File: src/rtl/parity_generator_pkg.sv
// Shared types for the nibble+parity link: the {data, parity_bit} frame and
// the parity helper used by both the generator and checker sides.
package parity_generator_pkg;

    typedef struct packed {
        logic [3:0] data;
        logic       parity_bit;
    } data_t;

    // Even parity is the XOR of the data bits; odd parity is its complement.
    function automatic logic calc_parity(input logic [3:0] data, input bit odd);
        return (^data) ^ odd;
    endfunction

endpackage

File: src/rtl/parity_generator_if.sv
// Valid/ready bus for the parity generator: nibbles in, parity frames out.
// The slave modport is the generator's view; the master modport drives it.
interface parity_generator_if;

    logic [3:0]                  in_data;
    logic                        in_valid;
    logic                        in_ready;
    parity_generator_pkg::data_t data_out;
    logic                        out_valid;
    logic                        out_ready;

    modport slave (
        input  in_data,
        input  in_valid,
        output in_ready,
        output data_out,
        output out_valid,
        input  out_ready
    );

    modport master (
        output in_data,
        output in_valid,
        input  in_ready,
        input  data_out,
        input  out_valid,
        output out_ready
    );

endinterface

File: src/rtl/parity_generator_skid_buf.sv
// parity_skid_buf: 2-entry FIFO of frames with registered outputs. The head
// register drives the consumer directly; the tail absorbs one stall cycle.
module parity_skid_buf
    import parity_generator_pkg::*;
(
    input  logic  clk,
    input  logic  rstN,
    input  data_t i_pushData,
    input  logic  i_pushValid,
    output logic  o_pushReady,
    output data_t o_popData,
    output logic  o_popValid,
    input  logic  i_popReady
);

    data_t r_head;
    data_t r_tail;
    logic  r_headValid;
    logic  r_tailValid;
    logic  w_push;
    logic  w_pop;

    // The tail only fills once the head is occupied, so a free tail means
    // occupancy < 2; ready therefore depends on registered state alone.
    assign o_pushReady = !r_tailValid;
    assign w_push      = i_pushValid && !r_tailValid;
    assign w_pop       = r_headValid && i_popReady;
    assign o_popData   = r_head;
    assign o_popValid  = r_headValid;

    always_ff @(posedge clk or negedge rstN) begin
        if (!rstN) begin
            r_head      <= '0;
            r_tail      <= '0;
            r_headValid <= 1'b0;
            r_tailValid <= 1'b0;
        end else if (w_pop) begin
            if (r_tailValid) begin
                r_head      <= r_tail;
                r_tailValid <= 1'b0;
            end else if (w_push) begin
                r_head <= i_pushData;
            end else begin
                r_headValid <= 1'b0;
            end
        end else if (w_push) begin
            if (!r_headValid) begin
                r_head      <= i_pushData;
                r_headValid <= 1'b1;
            end else begin
                r_tail      <= i_pushData;
                r_tailValid <= 1'b1;
            end
        end
    end

endmodule

File: src/rtl/parity_generator.sv
// Transmit side of the nibble+parity link: parity at push, 2-entry buffer,
// frames-sent counter. Optional macro PARITY_ERR_INJECT_EN adds inject_err.
module parity_generator
    import parity_generator_pkg::*;
#(
    parameter bit ODD_PARITY  = 1'b0,
    parameter int FRAME_CNT_W = 8
) (
    input  logic                   clk,
    input  logic                   rstN,
`ifdef PARITY_ERR_INJECT_EN
    input  logic                   inject_err,
`endif
    parity_generator_if.slave      bus,
    output logic [FRAME_CNT_W-1:0] frame_cnt
);

    data_t                  w_frame;
    logic                   w_inject;
    logic                   w_pop;
    logic [FRAME_CNT_W-1:0] r_frameCnt;

`ifdef PARITY_ERR_INJECT_EN
    assign w_inject = inject_err;
`else
    assign w_inject = 1'b0;
`endif

    always_comb begin
        w_frame            = '0;
        w_frame.data       = bus.in_data;
        w_frame.parity_bit = calc_parity(bus.in_data, ODD_PARITY) ^ w_inject;
    end

    parity_skid_buf u_buf (
        .clk         (clk),
        .rstN        (rstN),
        .i_pushData  (w_frame),
        .i_pushValid (bus.in_valid),
        .o_pushReady (bus.in_ready),
        .o_popData   (bus.data_out),
        .o_popValid  (bus.out_valid),
        .i_popReady  (bus.out_ready)
    );

    assign w_pop     = bus.out_valid && bus.out_ready;
    assign frame_cnt = r_frameCnt;

    // Free-running count of handed-off frames; wraps silently.
    always_ff @(posedge clk or negedge rstN) begin
        if (!rstN) begin
            r_frameCnt <= '0;
        end else if (w_pop) begin
            r_frameCnt <= r_frameCnt + {{(FRAME_CNT_W-1){1'b0}}, 1'b1};
        end
    end

endmodule

File: src/flat_wrapper.sv
// flat-port wrapper written by rule: the top's interface ports become plain ports
module parity_generator_flat import parity_generator_pkg::*;
#(
    parameter bit ODD_PARITY  = 1'b0,
    parameter int FRAME_CNT_W = 8
)
  (clk, rstN, frame_cnt, bus_in_data, bus_in_valid, bus_in_ready, bus_data_out, bus_out_valid, bus_out_ready);
  parity_generator_if bus_i ();
  input  logic clk;
  input  logic rstN;
  output logic [FRAME_CNT_W-1:0] frame_cnt;
  input wire logic [$bits(bus_i.in_data)-1:0] bus_in_data;
  input wire logic [$bits(bus_i.in_valid)-1:0] bus_in_valid;
  output wire logic [$bits(bus_i.in_ready)-1:0] bus_in_ready;
  output wire logic [$bits(bus_i.data_out)-1:0] bus_data_out;
  output wire logic [$bits(bus_i.out_valid)-1:0] bus_out_valid;
  input wire logic [$bits(bus_i.out_ready)-1:0] bus_out_ready;
  assign bus_i.in_data = bus_in_data;
  assign bus_i.in_valid = bus_in_valid;
  assign bus_in_ready = bus_i.in_ready;
  assign bus_data_out = bus_i.data_out;
  assign bus_out_valid = bus_i.out_valid;
  assign bus_i.out_ready = bus_out_ready;
  parity_generator #(.ODD_PARITY(ODD_PARITY), .FRAME_CNT_W(FRAME_CNT_W)) u_core (.clk(clk), .rstN(rstN), .bus(bus_i), .frame_cnt(frame_cnt));
endmodule
File: config.mk
export PLATFORM = sky130hd
export DESIGN_NAME = parity_generator_flat
export DESIGN_NICKNAME = d
export VERILOG_FILES = /design/src/rtl/parity_generator_pkg.sv /design/src/rtl/parity_generator_if.sv /design/src/rtl/parity_generator_skid_buf.sv /design/src/rtl/parity_generator.sv /design/src/flat_wrapper.sv
export SDC_FILE = /design/constraint.sdc
export NUM_CORES = 1
export LEC_CHECK = 0
export ABC_AREA = 1
export CORE_ASPECT_RATIO = 1.2
export CORE_MARGIN = 2
export CORE_UTILIZATION = 48
export DETAILED_ROUTE_END_ITERATION = 8
export HOLD_SLACK_MARGIN = 0.02
export PLACE_DENSITY = 0.77
export SLEW_MARGIN = 30
export SYNTH_ARGS = -nofsm -noshare
export SYNTH_HDL_FRONTEND = slang
export SYNTH_SLANG_ARGS = --single-unit
File: constraint.sdc
create_clock -name clk -period 1.6 [get_ports clk]
set_clock_uncertainty 0.2 [all_clocks]
set_input_delay 0.24 -clock clk [delete_from_list [all_inputs] [get_ports clk]]
set_output_delay 0.24 -clock clk [all_outputs]
set_load 0.1 [all_outputs]
==> metrics.md <==
| Metric | Value |
|---|---|
| Post-route ant nets | 0 |
| RSZ-0062 raised after global routing | false |
| Max-slew violation count | 0 |
| 1st-pass router iterations | 4 |
| Post-Syn Area | about 0.0010 mm^2 |
| Most common cell in the netlist | nand2_1 |
| Synth unique cells | 17 |
| Via count | just under 900 |
| Global route overflow | 0 |
| CTS Buf Count | 3 |
| Syn nets | 137 |
| Worst setup EP type | output pin |
| Chip Height | 54.2 um |
| Full die area | between 0.002 and 0.0025 mm^2 |
| Vias per inst | about 5.0 |
| Cells after synthesis | between 100 and 150 |
| Initial antenna violation count | 0 |
| Fraction of registers with async set/reset | 1.00 |
| Tot GR Track Use | 0.200 |
| Row Count | 18 |
| Crit Path Category | reg2out |
| Die Wd | between 40 and 50 um |
| Initial Utilization | 0.497 |
| Max FO, Critical Path | 7 |
| EDFF count, synth | 0 |
| Yosys reg bits | 20 |
| Clock sinks | 20 |
| Critical Path RT | 1.16 ns |
| Clk slew on worst S/H paths | between 0.1 and 0.15 ns |
| Status | finished, final reports clean |
| Root buffer cell | clkbuf_4 |
| CTS tree | yes |
| Mean Syn Cell Area | around 8 um^2 |
| WL/cell | ~12 um |
| Final #Nets | between 150 and 200 |
| Startpoint types | register |
| Vias in the first global route | 888 |
| Maxcap violations | 0 |
| Seq/Total Area, Yosys | 0.497 |
| Tmin final | roughly 1.6 ns |
| Iter 0 DRT Violations | 14 |
| Port bufs | 22 |
| ANT cells | 0 |
| Worst min path class | in2async |
| H-tree depth | 1 |
| Reg2reg start | u_core.u_buf.o_popValid |
| Post-Route WL | just over 2000 um |
| Final setup fails | 0 |
| Hold_buf cts | 0 |
| Yosys Warn Count | 0 |
| First-pass GRT wire length | 3480 um |
| Post-synth top area share | 0.497 |
| # DRC | 0 |
| Largest area contributor in the netlist | dfrtp_1 |
| Synth area leaders | dfrtp_1 (50%), nand2_1 (22%), inv_1 (4.8%), nand3_1 (4.5%), nand2_4 (3.4%) |
| Layout cells sized above 1 | 0.255 |
| Area grow syn2layout | 46.8% |
| Ports | 23 |
| Final hold vios | 0 |
| Dpl ws | -0.0777 ns |
| Core area | roughly 0.0020 mm^2 |
| Clk Latency, worst-skew pair | between 0.3 and 0.4 ns |
| Post-DP HPWL | between 1500 and 2000 um |
| Clock Path Buffers | 2 |
| Critical Path Start | u_core.u_buf.r_tailValid |
| Post-synth top flop | dfrtp_1 |
| Slew HR | 0.830 |
| Slew @ Worst Pin | roughly 0.26 ns |
| Most frequent cells after synthesis | nand2_1 (59), dfrtp_1 (20), inv_1 (13) |
| Final Core Density | 0.730 |
| Final critical-path share of the clock period | 0.973 |
| Gpl congestion | a little under 0.9 |
| Worst Path Arrival | roughly 1.1 ns |
| Largest net degree at the start of global routing | 21 |
| Post-cts resize count | 0 |
| Post-CTS Setup Bufs | 0 |
| Fmax | about 640 MHz |
| Final WS setup | 0.0434 ns |
## stage by stage
step	cells	hold slack [ns]	setup TNS [ns]	instance area, um^2
final	177	0.0543	0	1480
after global routing	177	0.0978	0	1480
after CTS	177	0.0647	0	1480
after detailed placement	173	0.277	-0.451	1440
after global placement	173	0.273	-0.0492	1440
after floorplan	128	-0.256	0	1020
## state kept, by name, summed over array words and instances (netlist names)
name	count
u_core.u_buf.r_tail	5
u_core.frame_cnt	8
u_core.u_buf.o_popData	5
u_core.u_buf.r_tailValid	1
u_core.u_buf.o_popValid	1
## final timing paths
kind	slack, ns	depth (start not counted)	endpoint
worst max register to register	0.18	7	u_core.u_buf.o_popData[0]
worst max-delay path	0.04	2	bus_in_ready
worst min register to register	0.30	2	u_core.u_buf.r_tail[0]
worst min-delay path	0.05	2	u_core.frame_cnt[0]
max in group asynchronous	0.92	2	u_core.u_buf.o_popValid
min in group clk	0.30	2	u_core.u_buf.r_tail[0]
## layout make-up
type | count | area, um^2
clock buffer | 4 | 36.3
fill | 150 | 548
inverter | 17 | 66.3
multi-input combinational | 91 | 440
sequential | 20 | 518
tap | 20 | 25.0
timing repair buffer | 25 | 393
## routing by layer
layer / vias to the layer above / global-route usage / wire length (um)
met3: 5 / 0.0201 / 89
met5: - / 0 / 0
met4: 0 / 0.114 / 45
met1: 412 / 0.212 / 845
li1: 446 / - / -
met2: 27 / 0.373 / 1070
## worst max-delay path: stages (launching register included)
cell	delay (ns)
dfrtp_1	0.47
inv_2	0.15
buf_12	0.18
## layout by cell type (no fill, tap or decap), drive strengths merged
master,n
o21ai,5
ha,1
dfrtp,20
clkdlybuf4s50,7
nor3,2
nor2,7
xor2,3
nand2,62
nand3,9
inv,17
xnor2,2
clkbuf,4
buf,18
## cells by family (layout without fill, tap and decap cells)
logic type	Yosys count	after routing	share of synthesized area
simple gates	80	80	0.353
compound gates	5	5	0.0286
fa+ha+maj	1	1	0.0124
flops	20	20	0.497
xor+xnor	5	5	0.0435
buf+inv	17	46	0.0658
Power is not shown: default switching activity piles up to over one toggle a cycle in this logic, so the estimate is an artifact.
